## config.mk

```make
export PLATFORM = sky130hd
export DESIGN_NAME = instruction_fetch_sequencer_flat
export DESIGN_NICKNAME = d
export VERILOG_FILES = /design/src/rtl/instruction_fetch_sequencer_if.sv /design/src/rtl/instruction_fetch_sequencer.sv /design/src/flat_wrapper.sv
export SDC_FILE = /design/constraint.sdc
export NUM_CORES = 1
export LEC_CHECK = 0
export BUFFER_PORTS_ARGS = -buffer_cell sky130_fd_sc_hd__buf_2
export CELL_PAD_IN_SITES_DETAIL_PLACEMENT = 1
export CELL_PAD_IN_SITES_GLOBAL_PLACEMENT = 1
export CORE_ASPECT_RATIO = 0.8
export CORE_MARGIN = 1.5
export CORE_UTILIZATION = 38
export CTS_CLUSTER_SIZE = 28
export DETAILED_ROUTE_END_ITERATION = 6
export MAX_ROUTING_LAYER = met4
export PLACE_DENSITY = 0.88
export SYNTH_ARGS = -nofsm -noshare
export SYNTH_HDL_FRONTEND = slang
export SYNTH_SLANG_ARGS = --single-unit
```

## constraint.sdc

```tcl
create_clock -name clk -period 2.3 [get_ports clk]
set_input_delay 0 -clock clk [delete_from_list [all_inputs] [get_ports clk]]
set_output_delay 0 -clock clk [all_outputs]
set_load 0.005 [all_outputs]
```

## src/rtl/instruction_fetch_sequencer_if.sv

```systemverilog
// Bus bundle between the fetch sequencer, program memory/IR and execute stage.
// master = sequencer side, slave = memory/IR/execute side.
interface instruction_fetch_sequencer_if #(
    parameter int OPCODE_WIDTH = 5
);
    logic                    mem_ready;
    logic [15:0]             ir_value;
    logic                    exec_done;
    logic                    halt_req;
    logic                    mem_read;
    logic                    ir_load;
    logic                    pc_inc;
    logic                    exec_start;
    logic [OPCODE_WIDTH-1:0] opcode;
    logic [15:0]             instr_count;
    logic                    halted;
    logic                    mem_fault;

    modport master (
        input  mem_ready, ir_value, exec_done, halt_req,
        output mem_read, ir_load, pc_inc, exec_start,
        output opcode, instr_count, halted, mem_fault
    );

    modport slave (
        output mem_ready, ir_value, exec_done, halt_req,
        input  mem_read, ir_load, pc_inc, exec_start,
        input  opcode, instr_count, halted, mem_fault
    );
endinterface

```

## src/rtl/instruction_fetch_sequencer.sv

```systemverilog
// Fetch/load/decode/execute control FSM driving the IR load enable,
// with HALT detection and memory time-out fault.
module instruction_fetch_sequencer #(
    parameter int                    OPCODE_WIDTH   = 5,
    parameter logic [OPCODE_WIDTH-1:0] HALT_OPCODE  = 5'h1F,
    parameter int                    TIMEOUT_CYCLES = 15
) (
    input  logic                          clk,
    input  logic                          reset,
    instruction_fetch_sequencer_if.master bus
);
    typedef enum logic [2:0] {
        S_IDLE, S_FETCH, S_LOAD, S_DECODE,
        S_EXECUTE, S_HALT, S_FAULT
    } state_t;

    localparam int TW = (TIMEOUT_CYCLES > 1) ? $clog2(TIMEOUT_CYCLES + 1) : 1;
    localparam logic [TW-1:0] TO_LAST =
        TW'((TIMEOUT_CYCLES > 0) ? TIMEOUT_CYCLES - 1 : 0);

    state_t                  state;
    state_t                  state_n;
    logic [OPCODE_WIDTH-1:0] opcode_q;
    logic [15:0]             count_q;
    logic [TW-1:0]           to_cnt;
    logic                    first_q;
    logic [OPCODE_WIDTH-1:0] field;
    logic                    timeout;

    assign field   = bus.ir_value[15 -: OPCODE_WIDTH];
    // Hitting the last allowed wait edge without data means the fault edge.
    assign timeout = (TIMEOUT_CYCLES > 0) && (to_cnt == TO_LAST);

    always_ff @(posedge clk) begin
        if (reset) begin
            state    <= S_IDLE;
            opcode_q <= '0;
            count_q  <= '0;
            to_cnt   <= '0;
            first_q  <= 1'b0;
        end else begin
            state   <= state_n;
            to_cnt  <= (state == S_FETCH) ? to_cnt + 1'b1 : '0;
            first_q <= (state == S_DECODE);
            if (state == S_DECODE)
                opcode_q <= field;
            if (state == S_EXECUTE && bus.exec_done)
                count_q <= count_q + 16'd1;
        end
    end

    always_comb begin
        state_n        = state;
        bus.mem_read   = 1'b0;
        bus.ir_load    = 1'b0;
        bus.pc_inc     = 1'b0;
        bus.exec_start = 1'b0;
        bus.halted     = 1'b0;
        bus.mem_fault  = 1'b0;
        unique case (state)
            S_IDLE: state_n = S_FETCH;
            S_FETCH: begin
                bus.mem_read = 1'b1;
                if (bus.mem_ready)
                    state_n = S_LOAD;
                else if (timeout)
                    state_n = S_FAULT;
            end
            S_LOAD: begin
                bus.ir_load = 1'b1;
                bus.pc_inc  = 1'b1;
                state_n     = S_DECODE;
            end
            S_DECODE:
                state_n = (field == HALT_OPCODE) ? S_HALT : S_EXECUTE;
            S_EXECUTE: begin
                bus.exec_start = first_q;
                if (bus.exec_done)
                    state_n = bus.halt_req ? S_HALT : S_FETCH;
            end
            S_HALT:  bus.halted    = 1'b1;
            S_FAULT: bus.mem_fault = 1'b1;
            default: state_n = S_IDLE;
        endcase
    end

    assign bus.opcode      = opcode_q;
    assign bus.instr_count = count_q;
endmodule

```

## src/flat_wrapper.sv

```systemverilog
// flat-port wrapper written by rule: the top's interface ports become plain ports
module instruction_fetch_sequencer_flat 
#(
    parameter int                    OPCODE_WIDTH   = 5,
    parameter logic [OPCODE_WIDTH-1:0] HALT_OPCODE  = 5'h1F,
    parameter int                    TIMEOUT_CYCLES = 15
)
  (clk, reset, bus_mem_ready, bus_ir_value, bus_exec_done, bus_halt_req, bus_mem_read, bus_ir_load, bus_pc_inc, bus_exec_start, bus_opcode, bus_instr_count, bus_halted, bus_mem_fault);
  instruction_fetch_sequencer_if #(.OPCODE_WIDTH(OPCODE_WIDTH)) bus_i ();
  input  logic clk;
  input  logic reset;
  input wire logic [$bits(bus_i.mem_ready)-1:0] bus_mem_ready;
  input wire logic [$bits(bus_i.ir_value)-1:0] bus_ir_value;
  input wire logic [$bits(bus_i.exec_done)-1:0] bus_exec_done;
  input wire logic [$bits(bus_i.halt_req)-1:0] bus_halt_req;
  output wire logic [$bits(bus_i.mem_read)-1:0] bus_mem_read;
  output wire logic [$bits(bus_i.ir_load)-1:0] bus_ir_load;
  output wire logic [$bits(bus_i.pc_inc)-1:0] bus_pc_inc;
  output wire logic [$bits(bus_i.exec_start)-1:0] bus_exec_start;
  output wire logic [$bits(bus_i.opcode)-1:0] bus_opcode;
  output wire logic [$bits(bus_i.instr_count)-1:0] bus_instr_count;
  output wire logic [$bits(bus_i.halted)-1:0] bus_halted;
  output wire logic [$bits(bus_i.mem_fault)-1:0] bus_mem_fault;
  assign bus_i.mem_ready = bus_mem_ready;
  assign bus_i.ir_value = bus_ir_value;
  assign bus_i.exec_done = bus_exec_done;
  assign bus_i.halt_req = bus_halt_req;
  assign bus_mem_read = bus_i.mem_read;
  assign bus_ir_load = bus_i.ir_load;
  assign bus_pc_inc = bus_i.pc_inc;
  assign bus_exec_start = bus_i.exec_start;
  assign bus_opcode = bus_i.opcode;
  assign bus_instr_count = bus_i.instr_count;
  assign bus_halted = bus_i.halted;
  assign bus_mem_fault = bus_i.mem_fault;
  instruction_fetch_sequencer #(.OPCODE_WIDTH(OPCODE_WIDTH), .HALT_OPCODE(HALT_OPCODE), .TIMEOUT_CYCLES(TIMEOUT_CYCLES)) u_core (.clk(clk), .reset(reset), .bus(bus_i));
endmodule
```

==> metrics.md, run 1 <==
| Metric | Value |
|---|---|
| FP Rows | 18 |
| Post-Syn Area | 1310 um2 |
| Total CTS buffers | 5 |
| Routed wire length | 3380 um |
| I/O pin count | 48 |
| Comb power frac | 6.2% |
| Post-layout min period | 1750 ps |
| Mean Syn Cell Area | 8.99 um2 |
| Die Span Y | 55.6 um |
| Fmax | 570 MHz |
| Routing usage on met2 | 32.6% |
| 1st-pass router iterations | 6 |
| Die X | 68.7 um |
| Crit start category | flop |
| CP arrival | 1950 ps |
| # setup viols final | 0 |
| Switch Pwr | 0.223 mW |
| Total Nets Final | 208 |
| Most frequent cells in the layout | 36 x buf_2, 29 x dfxtp_1, 25 x nor2_1, 9 x nand3_1, 9 x xor2_1 |
| HP Class | input pin to flop |
| Pin count of the biggest net entering global routing | 27 |
| Worst-Margin Slew | 498 ps |
| Crit Path Class | flop to flop |
| Clock power frac | 41.5% |
| Worst clock skew | 7.82 ps |
| Hold WS | 6.23 ps |
| Hold depth | 3 |
| Synth Register Bits | 29 |
| Max-cap violations | 0 |
| Ant diodes | 0 |
| Flop pwr share | 52.3% |
| Root Buffer | clkbuf_8 |
| First-pass GRT wire length | 5630 um |
| Max clock buf depth | 2 |
| Setup TNS | 0 ps |
| Power, Total | 0.998 mW |
| Routed length per instance | 15.1 um |
| Initial drt markers | 63 |
| Synth Warn # | 0 |
| Layout cell share with drive strength beyond 1 | 24.5% |
| Commonest non-fill, non-tap cell in the layout | buf_2 |
| Post-CTS Setup Bufs | 0 |
| Final worst slack | 547 ps |
| Initial antenna violation count | 0 |
| Status | finished clean |
| Post-DRT Antenna Nets | 0 |
| Synthesized Nets | 170 |
| Vias per cell | 5.31 |
| GR Layer Usage met1 | 23.8% |
| Sink Count | 29 |
| Int Power | 0.775 mW |
| Critical Path Sink Type | flop |
| CTS clk-pin slew, worst paths | 60 ps |
| Grt peak-use layer | met2 |
| Port Buffers | 36 |
| Post-DP HPWL | 2340 um |
| RSZ-0062 raised after global routing | no |
| DRC | 0 |
| Seq/Total Area, Yosys | 44.2% |
| Mapped Cells | 146 |
| RePlAce Congestion | 0.721 |
| Total Routing Usage GR | 20.2% |
| Worst slack at placement | 574 ps |
| Die area | 3820 um2 |
| Final period util | 76.2% |
| Max VDD drop | 0.238 mV |
| Met3 usage | 5.30% |
| Synthesis-to-finish area growth | 23.1% |
| Total number of vias | 1190 |
| Slew Viols, Final | 0 |
| Number of global-route vias before repair | 1221 |
| PwrDens | 618 nW/um2 |
| Core Footprint | 3200 um2 |
| Grt total ovfl | 0 |
| Final hold violation count | 0 |
| Clk Latency, worst-skew pair | 270 ps |
| R2R depth | 4 |
| Synth cell types | 33 |
| Final Instance Area | 1620 um2 |
| Initial core utilization | 41.0% |
| H-tree Lvls | 2 |
| Slew HR | 66.8% |
| Crit Path Max Fanout | 12 |
| Net Sw Frac | 22.3% |
| Dpl cell area | 1500 um2 |
| Leakage | 0.753 nW |
| CTS tree | built |
| WP data required | 2490 ps |
[flip-flops by register name, summed over array words and instances (netlist names)]
register,cells
u_core.bus.instr_count,16
u_core.bus.opcode,5
u_core.first_q,1
u_core.state,3
u_core.to_cnt,4
[Yosys cell counts (all sizes together)]
| cell type | number | area share [%] |
|---|---|---|
| o211ai | 1 | 0.57 |
| a21oi | 6 | 2.3 |
| ha | 3 | 2.9 |
| inv | 6 | 1.7 |
| o31ai | 1 | 0.57 |
| and2 | 3 | 1.4 |
| xnor2 | 3 | 2.0 |
| nand4 | 7 | 5.0 |
| or3 | 4 | 1.9 |
| buf | 4 | 2.2 |
| nand2 | 4 | 1.1 |
| dfxtp | 29 | 44 |
| a2bb2oi | 1 | 0.67 |
| clkbuf | 4 | 1.1 |
| nand2b | 1 | 0.48 |
| and3 | 3 | 1.4 |
| nand3 | 9 | 3.4 |
| nor3 | 2 | 0.76 |
| mux2i | 6 | 4.6 |
| nor2 | 25 | 7.1 |
| o21ai | 6 | 2.3 |
| a22oi | 1 | 0.57 |
| and4 | 2 | 1.3 |
| xor2 | 9 | 6.0 |
| or4 | 1 | 0.57 |
| nor4b | 2 | 1.3 |
| nand4b | 1 | 0.67 |
| and4bb | 1 | 1.2 |
| a31oi | 1 | 0.48 |
[cells by family (layout without fill, tap and decap cells)]
group	Yosys count	after routing	synth area share, %
adder cells (fa/ha/maj)	3	3	2.86
flip-flops	29	29	44.2
multiplexers	6	6	4.58
AO/OA/AOI/OAI	17	17	7.44
AND/OR/NAND/NOR	65	65	27.8
buffers and inverters	14	52	5.05
XOR/XNOR	12	12	8.01
[stage by stage]
stage	util, %	instances
2_1_floorplan	-	146
3_3_place_gp	46.9	214
3_5_place_dp	46.9	214
4_1_cts	50.5	224
5_1_grt	50.5	224
6_report	50.5	224
[power groups by stage]
stage	clock network [mW]	registers (mW)	logic (mW)
after floorplan	0	0.526	0.0434
after global placement	0	0.531	0.0531
after detailed placement	0	0.533	0.0562
after CTS	0.431	0.522	0.0614
after global routing	0.449	0.524	0.0693
final	0.414	0.522	0.0618
[area by class of cell]
class                           instances  area [um2]
Fill cell                             392        1580
Inverter                                6        22.5
Tap cell                               40        50.0
Sequential cell                        29         581
Timing Repair Buffer                   39         210
Multi-Input combinational cell        103         666
Clock buffer                            7        86.3
[final timing paths]
path | from | slack (ps) | end
worst min-delay path | bus_ir_value[15] | 6 | u_core.bus.opcode[4]$_SDFFE_PP0P_
worst min register to register | u_core.to_cnt[0]$_SDFF_PP0_ | 470 | u_core.to_cnt[0]$_SDFF_PP0_
worst max register to register | u_core.state[1]$_SDFFE_PP0P_ | 550 | u_core.bus.instr_count[12]$_SDFFE_PP0P_
worst max-delay path | u_core.state[1]$_SDFFE_PP0P_ | 550 | u_core.bus.instr_count[12]$_SDFFE_PP0P_
[layer usage]
metal  routed length (um)  vias to the layer above  share of wire [%]
met1                 1520                      583                 45
met5                    0                        -                  0
li1                     -                      579                  -
met2                 1700                       24                 50
met3                  138                        4                4.1
met4                   27                        0               0.80
[repair_timing]
item,CTS,global route
endpoints found under the hold margin,3,0
hold buffers,3,0
gates resized for setup,0,0
[worst max-delay path, stage by stage, from the launching register on]
cell and delay (ps):
dfxtp_1 420, and4bb_4 520, nand4_2 210, or3_1 360, a21oi_1 150
Power figures use the tool's default switching activity.
==> run 2, diff against run 1 <==
- ABC_AREA: unset -> 1
- CORE_UTILIZATION: 38 -> 31
- PLACE_DENSITY: 0.88 -> 0.8
- clock period: 2.3 -> 1.55 ns (I/O delays scaled with it)
==> run 2 against run 1 <==
- fmax up 25%
- synthesized cell count up 47%
- flip-flop and latch count unchanged
- clock skew down 0.96 ps
- combinational power rose to 9.3 times the previous value
- cell count up 46%
- sequential power up 77%
- largest cell class unchanged
- critical endpoint unchanged
- cell area up 19%
- via count up 26%
- wire length up 12%
- worst hold slack better by 17 ps
- area after synthesis up 12%
==> metrics.md, run 2 <==
| Metric | Value |
|---|---|
| Die X | 79.9 um (+16%) |
| Setup TNS | 0 ps (unchanged) |
| Pin count of the biggest net entering global routing | 13 (-52%) |
| Final period util | 90.6% (+14 points) |
| Root Buffer | clkbuf_8 |
| Worst-Margin Slew | 325 ps (-173 ps) |
| Synthesis-to-finish area growth | 30.8% |
| Fmax | 712 MHz (+25%) |
| R2R depth | 7 (+3) |
| CTS clk-pin slew, worst paths | 70 ps (about the same) |
| Die area | 5150 um2 (+35%) |
| R2r endpoint | u_core.bus.instr_count[12]$_SDFFE_PP0P_ |
| PwrDens | 1140 nW/um2 (+85%) |
| Die Span Y | 64.5 um (+16%) |
| Total Routing Usage GR | 16.8% (-3.3 points) |
| Slew HR | 78.3% (+12 points) |
| Layout cell share with drive strength beyond 1 | 23.5% (-0.95 points) |
| Max-cap violations | 0 (unchanged) |
| RSZ-0062 raised after global routing | yes |
| Initial drt markers | 51 (-19%) |
| Leakage | 0.956 nW (+27%) |
| Worst path most repeated cell | nor2_1 |
| Routed wire length | 3790 um (+12%) |
| Synth Warn # | 0 (unchanged) |
| Sink Count | 29 (unchanged) |
| FP Rows | 22 (+4) |
| Fillers | 630 (+61%) |
| Max VDD drop | 0.466 mV (+96%) |
| Initial core utilization | 32.1% (-8.9 points) |
| H-tree Lvls | 2 (unchanged) |
| First-pass GRT wire length | 6460 um (+15%) |
| Max reg flops | 16 (unchanged) |
| Post-DRT Antenna Nets | 0 (unchanged) |
| WP data required | 1720 ps (-770 ps) |
| Status | finished clean |
| Grt total ovfl | 0 (unchanged) |
| Port Buffers | 36 (unchanged) |
| Routed length per instance | 11.6 um (-23%) |
| Slowest CP cell | dfxtp_1 |
| Mapped Cells | 215 (+47%) |
| Total Nets Final | 291 (+40%) |
| Core Footprint | 4570 um2 (+43%) |
| Worst Path Buf+Inv | 0 (unchanged) |
| Initial antenna violation count | 0 (unchanged) |
| Clk Latency, worst-skew pair | 280 ps (about the same) |
| Reg2reg start | u_core.bus.instr_count[0]$_SDFFE_PP0P_ |
| DRC | 0 (unchanged) |
| Cell Chain, Critical Path | ha_1 > nand3_1 > nor2_1 > nor2b_4 > nand3_1 > nor2_1 > nor2_1 |
| Post-synth EDFFs | 0 (unchanged) |
| I/O pin count | 48 (unchanged) |
| Final hold violation count | 0 (unchanged) |
| Yosys top cell area share | 39.6% (-4.6 points) |
| R2R setup slack | 140 ps (-400 ps) |
| Worst path max stage delay | 350 ps (-170 ps) |
| Total CTS buffers | 5 (unchanged) |
| Slew Viols, Final | 0 (unchanged) |
| RePlAce Congestion | 0.771 (+6.9%) |
| Area leader, netlist | dfxtp_1 |
| Critical Path Stages | 7 (+3) |
| Launch point of the worst path | u_core.bus.instr_count[0]$_SDFFE_PP0P_ |
| Commonest cells in the synthesized netlist | 40 x nand2_1, 37 x nor2_1, 33 x inv_1 |
| Hold WS | 22.9 ps (+16.7 ps) |
| Ant diodes | 0 (unchanged) |
| Critical Path Sink Type | flop |
| 1st-pass router iterations | 4 (-2) |
| Top-count cell post-synth | nand2_1 |
| Synth cell types | 27 (-18%) |
| Commonest non-fill, non-tap cell in the layout | nand2_1 |
| Asr flop ratio synth | 0% (unchanged) |
| Worst clock skew | 6.85 ps (-0.964 ps) |
| Total number of vias | 1497 (+26%) |
| Seq/Total Area, Yosys | 39.6% (-4.6 points) |
| Max clock buf depth | 2 (unchanged) |
| Post-Syn Area | 1470 um2 (+12%) |
| Most frequent cells in the layout | 40 x nand2_1, 37 x nor2_1, 36 x buf_2, 33 x inv_1, 29 x dfxtp_1 |
| CP delay by family, top | simple AND/OR/NAND/NOR gates |
| CP arrival | 1580 ps (-370 ps) |
| Synth Register Bits | 29 (unchanged) |
| Main synth FF type | dfxtp_1 |
| # setup viols final | 0 (unchanged) |
| Vias per cell | 4.56 (-14%) |
| CTS tree | built |
| Mean Syn Cell Area | 6.82 um2 (-24%) |
| HP Class | input pin to flop |
| Number of global-route vias before repair | 1469 (+20%) |
| Crit Path Class | flop to flop |
| Crit Path Max Fanout | 4 (-8) |
| Synthesized Nets | 239 (+41%) |
| Worst setup endpoint | u_core.bus.instr_count[12]$_SDFFE_PP0P_ |
| Area contributors post-synth | dfxtp_1 40%, nand2_1 10%, nor2_1 9.5% |
| Post-DP HPWL | 2890 um (+23%) |
| Crit start category | flop |
| Post-layout min period | 1410 ps (-348 ps) |
run 2: layer usage:
metal | GRT usage (%) | part of all wire, % | vias to the layer above
li1 | - | - | 775
met1 | 19.8 | 49 | 694
met2 | 27.0 | 47 | 23
met3 | 4.65 | 3.2 | 5
met4 | 7.11 | 1.6 | 0
met5 | - | 0 | -
run 2: worst min path at each step:
stage | start | endpoint | slack (ps) | cells past startpoint
floorplan | bus_ir_value[11] | u_core.bus.opcode[0]$_SDFFE_PP0P_ | 130 | 2
global placement | bus_ir_value[15] | u_core.bus.opcode[4]$_SDFFE_PP0P_ | 240 | 3
detailed placement | bus_ir_value[11] | u_core.bus.opcode[0]$_SDFFE_PP0P_ | 260 | 3
CTS | reset | u_core.bus.instr_count[1]$_SDFFE_PP0P_ | 3 | 2
global route | reset | u_core.state[2]$_SDFFE_PP0P_ | 20 | 2
finish | reset | u_core.state[0]$_SDFFE_PP0P_ | 20 | 2
run 2: layout make-up:
cell class              instances  area (um2)  share of cell area [%]
repair buffers                 49         290                    15.1
multi-input cells             147         734                    38.3
clock inverters                 1        5.00                   0.261
clock buffers                   7        96.3                    5.02
well taps                      60        75.1                    3.91
flip-flops and latches         29         581                    30.3
inverters                      35         136                    7.11
run 2: logic make-up after synthesis:
group	synth area share, %
compound gates	8.36
xor+xnor	0.597
simple gates	38.2
fa+ha+maj	2.56
flops	39.6
buf+inv	10.7
run 2: metrics by stage:
step | worst slack [ps] | std cells | utilization, % | power (mW) | instance area, um2
final | 145 | 328 | 42.0 | 2.19 | 1920
after global routing | -3.61 | 328 | 42.0 | 2.33 | 1920
after CTS | 89.3 | 327 | 41.7 | 2.20 | 1910
after detailed placement | 105 | 314 | 38.4 | 1.48 | 1750
after global placement | 154 | 314 | 38.4 | 1.47 | 1750
after floorplan | 226 | 215 | - | 1.30 | 1470
run 2: report_power, final:
group          switching, mW  internal, mW  leakage (nW)  total, mW
Clock                  0.293         0.401        0.0542      0.694
Sequential             0.102         0.820         0.234      0.922
Combinational          0.331         0.244         0.668      0.576
run 2: repair_timing:
item / 4_1_cts / 5_1_grt
hold buffers: 5 / 0
buffers inserted: 0 / 1
endpoints found under the hold margin: 5 / 0
resized for setup: 0 / 1
endpoints found under the setup margin: 0 / 4
==> run 3, diff against run 2 <==
- CELL_PAD_IN_SITES_DETAIL_PLACEMENT: 1 -> unset
- CELL_PAD_IN_SITES_GLOBAL_PLACEMENT: 1 -> unset
- CORE_UTILIZATION: 31 -> 40
- PLACE_DENSITY: 0.8 -> 0.73
==> run 3 against run 2 <==
- global-route usage rose by 0.73 points
- wire length fell by 15%
- flip-flop and latch count did not move
- clock power fell by 11%
- worst setup slack improved by 57 ps
- via count fell by 1.7%
- clock skew fell by 6.3 ps
- power fell by 2.3%
- worst hold slack got worse by 20 ps
- non-clock buffer count fell by 1
- cell area fell by 2.2%
- fmax rose by 4.3%
- critical path type unchanged
- critical endpoint is now u_core.bus.instr_count[13]$_SDFFE_PP0P_
- largest power group unchanged
==> metrics.md, run 3 (same netlist as run 2, synthesis figures left out) <==
| Metric | Value |
|---|---|
| Status | finished clean |
| Clk Latency, worst-skew pair | 270 ps (about the same) |
| Sink Count | 29 (unchanged) |
| Fillers | 342 (-46%) |
| HP Class | input pin to flop |
| Crit start category | flop |
| Number of global-route vias before repair | 1306 (-11%) |
| Post-layout min period | 1350 ps (-57.5 ps) |
| Root Buffer | clkbuf_8 |
| Worst Path Buf+Inv | 2 (+2) |
| Final worst slack | 202 ps (+57.5 ps) |
| Leakage | 0.944 nW (-1.3%) |
| Total Routing Usage GR | 17.6% (+0.73 points) |
| Grt total ovfl | 0 (unchanged) |
| First-pass GRT wire length | 5450 um (-16%) |
| Post-DRT Antenna Nets | 0 (unchanged) |
| Port Buffers | 36 (unchanged) |
| Most frequent cells in the layout | 39 x nand2_1, 36 x nor2_1, 36 x buf_2, 33 x inv_1, 29 x dfxtp_1 |
| Pin count of the biggest net entering global routing | 19 (+6) |
| Initial antenna violation count | 0 (unchanged) |
| Initial drt markers | 80 (+57%) |
| Final Util | 54.0% (+12 points) |
| Commonest non-fill, non-tap cell in the layout | nand2_1 |
| DRC | 0 (unchanged) |
| Core Footprint | 3470 um2 (-24%) |
| Max VDD drop | 0.679 mV (+46%) |
| 1st-pass router iterations | 4 (unchanged) |
| Final hold violation count | 0 (unchanged) |
| Worst path max stage delay | 390 ps (+40 ps) |
| Final period util | 86.9% (-3.7 points) |
| PwrDens | 1140 nW/um2 (about the same) |
| Routed wire length | 3210 um (-15%) |
| WP data required | 1770 ps (+50 ps) |
| # setup viols final | 0 (unchanged) |
| CTS tree | built |
| Fmax | 742 MHz (+4.3%) |
| Slew HR | 67.3% (-11 points) |
| Crit Path Max Fanout | 8 (+4) |
| Post-DP HPWL | 2320 um (-20%) |
| Worst-Margin Slew | 490 ps (+165 ps) |
| Crit Path Class | flop to flop |
| Worst clock skew | 0.507 ps (-6.35 ps) |
| Vias per cell | 4.78 (+4.6%) |
| Total number of vias | 1471 (-1.7%) |
| Total CTS buffers | 5 (unchanged) |
| Initial core utilization | 42.2% (+10 points) |
| RePlAce Congestion | 0.855 (+11%) |
| Routed length per instance | 10.4 um (-9.8%) |
| I/O pin count | 48 (unchanged) |
| Die X | 70.7 um (-12%) |
| Slowest CP cell | dfxtp_1 |
| Worst slack at placement | 155 ps (+50.6 ps) |
| Max reg flops | 16 (unchanged) |
| Layout cell share with drive strength beyond 1 | 23.7% (+0.18 points) |
| CP arrival | 1560 ps (-20 ps) |
| Critical Path Sink Type | flop |
| Slew Viols, Final | 0 (unchanged) |
| H-tree Lvls | 2 (unchanged) |
| FP Rows | 19 (-14%) |
| Max clock buf depth | 2 (unchanged) |
| CP delay by family, top | simple AND/OR/NAND/NOR gates |
| Die area | 4040 um2 (-22%) |
| Total Nets Final | 290 (-0.34%) |
| Max-cap violations | 0 (unchanged) |
| Synthesis-to-finish area growth | 27.9% |
| Die Span Y | 57.2 um (-11%) |
| Cell Chain, Critical Path | nor2_4 > nand3_4 > inv_6 > nand2_4 > nor2_4 > nand2_1 > nand2_1 > inv_1 > nor2_1 |
| CTS clk-pin slew, worst paths | 60 ps (about the same) |
| Ant diodes | 0 (unchanged) |
## run 3: final cells by class
class / count / area (um2) / area share (%)
Clock buffer: 7 / 86.3 / 4.60
Timing Repair Buffer: 48 / 280 / 14.9
Multi-Input combinational cell: 147 / 739 / 39.4
Sequential cell: 29 / 581 / 31.0
Tap cell: 42 / 52.6 / 2.80
Inverter: 35 / 136 / 7.27
## run 3: worst register-to-register path: cells and delay by family (launching register included)
family                 cells  cell delay, ps
buffers and inverters      2             160
DFF                        1             390
and+or+nand+nor            7             740
## run 3: routing by layer
| layer | global-route usage (%) | up-vias | part of all wire, % |
|---|---|---|---|
| li1 | - | 774 | - |
| met1 | 21.9 | 653 | 49 |
| met2 | 26.6 | 38 | 44 |
| met3 | 6.36 | 6 | 5.4 |
| met4 | 5.66 | 0 | 1.4 |
| met5 | - | - | 0 |
## run 3: stage by stage
step | std cells | instance area (um2) | hold slack [ps] | power [mW] | setup TNS [ps]
after global routing | 308 | 1880 | 13.1 | 2.28 | -1.33
final | 308 | 1880 | 2.94 | 2.14 | 0
after floorplan | 215 | 1470 | 135 | 1.30 | 0
after CTS | 306 | 1850 | 0.0901 | 2.11 | 0
after detailed placement | 295 | 1720 | 251 | 1.48 | 0
after global placement | 295 | 1720 | 247 | 1.46 | 0
## run 3: worst paths after layout
check,start,cells after the start,end,slack (ps)
worst max register to register,u_core.state[0]$_SDFFE_PP0P_,9,u_core.bus.instr_count[13]$_SDFFE_PP0P_,200
worst min-delay path,bus_ir_value[13],3,u_core.bus.opcode[2]$_SDFFE_PP0P_,3
worst max-delay path,u_core.state[0]$_SDFFE_PP0P_,9,u_core.bus.instr_count[13]$_SDFFE_PP0P_,200
worst min register to register,u_core.to_cnt[0]$_SDFF_PP0_,1,u_core.to_cnt[0]$_SDFF_PP0_,470
## run 3: repair_timing
item,4_1_cts,5_1_grt
resized for setup,0,3
endpoints found under the hold margin,4,0
hold buffers,4,0
endpoints found under the setup margin,0,2
setup buffers,0,2
## run 3: report_power, final
| group | total (mW) | switching [mW] | internal (mW) | leakage, nW |
|---|---|---|---|---|
| sequential | 0.905 | 0.0845 | 0.821 | 0.234 |
| clock | 0.620 | 0.269 | 0.351 | 0.0443 |
| combinational | 0.616 | 0.349 | 0.268 | 0.666 |
